`src/rtl/trace_trigger.sv`:
```
// Trace trigger: masked event matcher that arms, counts qualifying matches, captures a
// post-trigger window and pulses trigger on the final stored event. Optional arm timeout: TRACE_TRIGGER_TIMEOUT_EN.
module trace_trigger #(
  parameter int DATA_WIDTH         = 32,
  parameter int MATCH_OCCURRENCE   = 1,
  parameter int POST_TRIGGER_COUNT = 16,
  parameter int TIMEOUT_CYCLES     = 1024
) (
  input  logic                  clk,
  input  logic                  reset,
  input  logic                  arm,
  input  logic                  event_valid,
  input  logic [DATA_WIDTH-1:0] event_data,
  input  logic [DATA_WIDTH-1:0] match_value,
  input  logic [DATA_WIDTH-1:0] match_mask,
  output logic [DATA_WIDTH-1:0] capture_data,
  output logic                  capture_enable,
  output logic                  trigger,
  output logic                  armed,
  output logic                  done
);

  localparam int MW = $clog2(MATCH_OCCURRENCE + 1);
  localparam int PW = (POST_TRIGGER_COUNT > 0) ? $clog2(POST_TRIGGER_COUNT + 1) : 1;
  localparam logic [MW-1:0] MATCH_LAST = MW'(MATCH_OCCURRENCE - 1);
  localparam logic [PW-1:0] POST_LAST  = PW'(POST_TRIGGER_COUNT - 1);

  typedef enum logic [1:0] {
    ST_IDLE  = 2'd0,
    ST_ARMED = 2'd1,
    ST_POST  = 2'd2,
    ST_DONE  = 2'd3
  } state_e;

  state_e                  state_q, state_d;
  logic [MW-1:0]           match_cnt_q, match_cnt_d;
  logic [PW-1:0]           post_cnt_q, post_cnt_d;
  logic                    trig_d;
  logic                    hit_s;
  logic [DATA_WIDTH-1:0]   capture_data_q;
  logic                    capture_enable_q;
  logic                    trigger_q;
  logic                    armed_q;
  logic                    done_q;

`ifdef TRACE_TRIGGER_TIMEOUT_EN
  localparam int TW = $clog2(TIMEOUT_CYCLES + 1);
  localparam logic [TW-1:0] TMO_LAST = TW'(TIMEOUT_CYCLES - 1);
  localparam logic [TW-1:0] TMO_MAX  = TW'(TIMEOUT_CYCLES);
  logic [TW-1:0] tmo_cnt_q, tmo_cnt_d;
`endif

  // An all-zero mask turns every valid event into a match.
  assign hit_s = event_valid &&
                 (((event_data ^ match_value) & match_mask) == {DATA_WIDTH{1'b0}});

  always_comb begin
    state_d     = state_q;
    match_cnt_d = match_cnt_q;
    post_cnt_d  = post_cnt_q;
    trig_d      = 1'b0;
`ifdef TRACE_TRIGGER_TIMEOUT_EN
    tmo_cnt_d   = tmo_cnt_q;
`endif
    case (state_q)
      ST_IDLE, ST_DONE: begin
        if (arm) begin
          state_d     = ST_ARMED;
          match_cnt_d = {MW{1'b0}};
          post_cnt_d  = {PW{1'b0}};
`ifdef TRACE_TRIGGER_TIMEOUT_EN
          tmo_cnt_d   = {TW{1'b0}};
`endif
        end else begin
          state_d = state_q;
        end
      end
      ST_ARMED: begin
        if (hit_s) begin
          match_cnt_d = match_cnt_q + MW'(1);
        end else begin
          match_cnt_d = match_cnt_q;
        end
`ifdef TRACE_TRIGGER_TIMEOUT_EN
        if (tmo_cnt_q != TMO_MAX) begin
          tmo_cnt_d = tmo_cnt_q + TW'(1);
        end else begin
          tmo_cnt_d = tmo_cnt_q;
        end
`endif
        // The final match outranks a timeout expiring in the same cycle.
        if (hit_s && (match_cnt_q == MATCH_LAST)) begin
          if (POST_TRIGGER_COUNT == 0) begin
            state_d = ST_DONE;
            trig_d  = 1'b1;
          end else begin
            state_d = ST_POST;
          end
        end
`ifdef TRACE_TRIGGER_TIMEOUT_EN
        else if (tmo_cnt_q == TMO_LAST) begin
          state_d = ST_DONE;
          trig_d  = 1'b1;
        end
`endif
        else begin
          state_d = ST_ARMED;
        end
      end
      ST_POST: begin
        if (event_valid) begin
          post_cnt_d = post_cnt_q + PW'(1);
          if (post_cnt_q == POST_LAST) begin
            state_d = ST_DONE;
            trig_d  = 1'b1;
          end else begin
            state_d = ST_POST;
          end
        end else begin
          state_d = ST_POST;
        end
      end
      default: begin
        state_d = ST_IDLE;
      end
    endcase
  end

  always_ff @(posedge clk or negedge reset) begin
    if (!reset) begin
      state_q     <= ST_IDLE;
      match_cnt_q <= {MW{1'b0}};
      post_cnt_q  <= {PW{1'b0}};
`ifdef TRACE_TRIGGER_TIMEOUT_EN
      tmo_cnt_q   <= {TW{1'b0}};
`endif
    end else begin
      state_q     <= state_d;
      match_cnt_q <= match_cnt_d;
      post_cnt_q  <= post_cnt_d;
`ifdef TRACE_TRIGGER_TIMEOUT_EN
      tmo_cnt_q   <= tmo_cnt_d;
`endif
    end
  end

  // Trigger is registered alongside capture_enable so the final event is stored with the pulse.
  always_ff @(posedge clk or negedge reset) begin
    if (!reset) begin
      capture_data_q   <= {DATA_WIDTH{1'b0}};
      capture_enable_q <= 1'b0;
      trigger_q        <= 1'b0;
      armed_q          <= 1'b0;
      done_q           <= 1'b0;
    end else begin
      capture_data_q   <= event_data;
      capture_enable_q <= event_valid && ((state_q == ST_ARMED) || (state_q == ST_POST));
      trigger_q        <= trig_d;
      armed_q          <= (state_d == ST_ARMED) || (state_d == ST_POST);
      done_q           <= (state_d == ST_DONE);
    end
  end

  assign capture_data   = capture_data_q;
  assign capture_enable = capture_enable_q;
  assign trigger        = trigger_q;
  assign armed          = armed_q;
  assign done           = done_q;

endmodule

```
`config.mk`:
```
export PLATFORM = sky130hd
export DESIGN_NAME = trace_trigger
export DESIGN_NICKNAME = d
export VERILOG_FILES = /design/src/rtl/trace_trigger.sv
export SDC_FILE = /design/constraint.sdc
export NUM_CORES = 1
export LEC_CHECK = 0
export BUFFER_PORTS_ARGS = -buffer_cell sky130_fd_sc_hd__buf_2
export CORE_AREA = 2 2 73 75
export CTS_CLUSTER_DIAMETER = 200
export DETAILED_ROUTE_END_ITERATION = 10
export DIE_AREA = 0 0 75 77
export PLACE_DENSITY = 0.83
export SETUP_SLACK_MARGIN = 0.15
export SYNTH_ARGS = -nofsm -noshare
export SYNTH_HDL_FRONTEND = slang
export SYNTH_SLANG_ARGS = --single-unit
```
`constraint.sdc`:
```
create_clock -name clk -period 2.3 [get_ports clk]
set_clock_uncertainty 0.1 [all_clocks]
set_input_delay 0 -clock clk [delete_from_list [all_inputs] [get_ports clk]]
set_output_delay 0 -clock clk [all_outputs]
set_load 0.02 [all_outputs]
```
==> out/metrics.yaml <==
fmax_ghz: 0.472
cts_made_buffers: 5
portBuffers: 135
overflow: 0
fin_ws_ps: 183
slew_viol_final: 0
fin_crit_ps: 2120
worst-path-buf-inv: 2
clock_latency_ps: 290
period_share_pct: 92.0
cp.required_ps: 2370
grt_start_max_net_pins: 45
synth_edf_count: 0
status: "finished, violations left"
clock_sinks: 44
ys.flop_type: "dfrtp_1"
maxSlewHeadroom_pct: 35.3
avgSynthCellArea_um2: 12.1
violations: "hold timing"
grt_pass1_wl_mm: 8.91
grt_pass1_vias: 2007
path_delay_family: "compound AO/OA/AOI/OAI gates"
area_delta_synth_final_pct: 66.5
synth_nets: 263
drtPass1Iterations: 4
cts_root_buffer: "clkbuf_8"
fin_tns_setup_ps: 0
clk_pin_slew_worst_paths_ps: 70
die_area_um2: 5780
crit_slowest_cell: "dlygate4sd3_1"
hp-class: "primary input to flip-flop"
yosysWarnings: 0
hold_viol_final: 1
async_flop_share_pct: 100
end_kind: "flip-flop"
postRouteAntennaNets: 0
vdd_drop_max_uv: 324
syn_area_um2: 1920
tightest_slew_ps: 970
htreeDepth: 2
postSynthCellCount: 158
worstPathMaxFanout: 4
via_per_inst: 4.70
worstPathArrival_ps: 2190
setup_viol: 0
num_vias: 1933
cts_tree: "yes"
die_w_um: 75
crit_chain: "dlygate4sd3_1, buf_2, xor2_1, a22oi_1, nand4_1, a2111oi_4, nand2_1, o221ai_2, ha_1"
max_cap_violations: 0
power-per-cell-area_nw_per_um2: 565
die_h_um: 77
synth.distinct_cells: 30
seqCellArea_um2: 1100
nFillCells: 388
dp_hpwl_mm: 3.83
dp_slack_ps: 354
synth_most_common_cell: "dfrtp_1"
wl_per_cell_um: 13.7
drt_wl_total_mm: 5.63
yosysSeqAreaShare_pct: 57.4
cp-start-kind: "primary input"
rsz0062_at_grt: "true"
drt_iter0_markers: 79
grt_usage_pct: 20.0
cp_slowest_stage_delay_ps: 540
synth_top_area_share_pct: 57.4
ios: 136
antennaDiodeCount: 0
yosys.area.top_type: "dfrtp_1"
netlist_top_cells_count: "dfrtp_1 (44), xor2_1 (32), a22oi_1 (14)"
clockBufferDepth: 2
ys_top_cells_by_area: "dfrtp_1 (57%), xor2_1 (15%), a22oi_1 (5.5%), ha_1 (3.3%), nand2_1 (2.0%)"
core-area_um2: 4980
hold_ws_ps: -8.71
final_util_pct: 64.2
start_util_pct: 38.6
cellLeakagePower_uw: 0.00165
drive_above_1_share_pct: 44.3
crit_type: "primary input to flip-flop"
nNetsFinal: 445
multi_input_area_um2: 797
synth.ff_latch_count: 44
grt_antenna_before_repair: 0
gp_congestion: 0.793
drc: 0
rows: 26
## cell usage in the layout (no fill, tap or decap), types with 2 or more instances in the layout
cell type,synthesis,final
buf_2,1,135
dfrtp_1,44,44
xor2_1,32,32
dlygate4sd3_1,0,31
a22oi_1,14,14
nand2_1,10,10
inv_1,8,8
nand4_1,6,6
clkbuf_8,0,6
nor2_1,6,5
ha_1,5,5
dlymetal6s4s_1,0,5
buf_4,0,5
a22o_1,3,3
nor3_1,3,3
o21ai_0,3,3
or3_1,2,2
a21oi_1,2,2
o22ai_1,2,2
## layout make-up
cell class	instances	share of cell area, %
clock buffers	7	2.70
clock inverters	1	0.235
inverters	8	0.940
multi-input cells	105	24.9
flip-flops and latches	44	34.5
well taps	70	2.74
repair buffers	176	34.0
## where the power goes
group	leakage [uW]	switching [uW]	internal, uW
Sequential	0.000523	17.4	820
Combinational	0.00108	245	228
Clock	0.0000445	251	244
Total	0.00165	513	1290
## final timing paths
check | cells past startpoint | slack [ps] | to | startpoint
min in group asynchronous | 2 | 310 | post_cnt_q[4] | reset
hold / removal | 3 | -9 | post_cnt_q[3] | arm
hold reg to reg | 1 | 410 | post_cnt_q[4] | post_cnt_q[4]
setup / recovery | 9 | 180 | armed | event_data[5]
setup reg to reg | 6 | 390 | armed | state_q[0]
max in group asynchronous | 2 | 1180 | post_cnt_q[3] | reset
## stage by stage
step	total power (uW)	instance area (um^2)	cells
after detailed placement	1260	2680	362
after global routing	1910	3200	411
after global placement	1240	2680	362
final	1800	3200	411
after CTS	1800	3110	404
after floorplan	1070	1920	158
## sequential cells by signal (all words and copies together), names as in the netlist
name            flops
capture_data       32
post_cnt_q          5
state_q             2
armed               1
capture_enable      1
done                1
match_cnt_q         1
trigger             1
## layer usage
| metal | global-route usage (%) | wire length, um | vias to the layer above |
|---|---|---|---|
| met5 | 0 | 0 | - |
| met4 | 7.14 | 105 | 0 |
| met3 | 4.20 | 345 | 11 |
| met2 | 36.4 | 3020 | 99 |
| met1 | 22.0 | 2150 | 902 |
| li1 | - | - | 921 |
## kinds of logic after synthesis
| group | Yosys count | share of synthesized area (%) |
|---|---|---|
| adder cells (fa/ha/maj) | 5 | 3.26 |
| flip-flops | 44 | 57.4 |
| AO/OA/AOI/OAI | 31 | 12.8 |
| multiplexers | 2 | 1.11 |
| AND/OR/NAND/NOR | 35 | 9.06 |
| buffers and inverters | 9 | 1.83 |
| XOR/XNOR | 32 | 14.6 |
## worst min-delay path: stages
cell and delay [ps]:
buf_2 120, nor2_2 90, o22ai_1 120
## repair_timing
item | in CTS | in global routing
setup buffers | 0 | 5
setup endpoints to repair | 0 | 4
hold endpoints to repair | 78 | 2
hold buffers | 34 | 2
resized for setup | 0 | 8
Power figures use the tool's default switching activity.
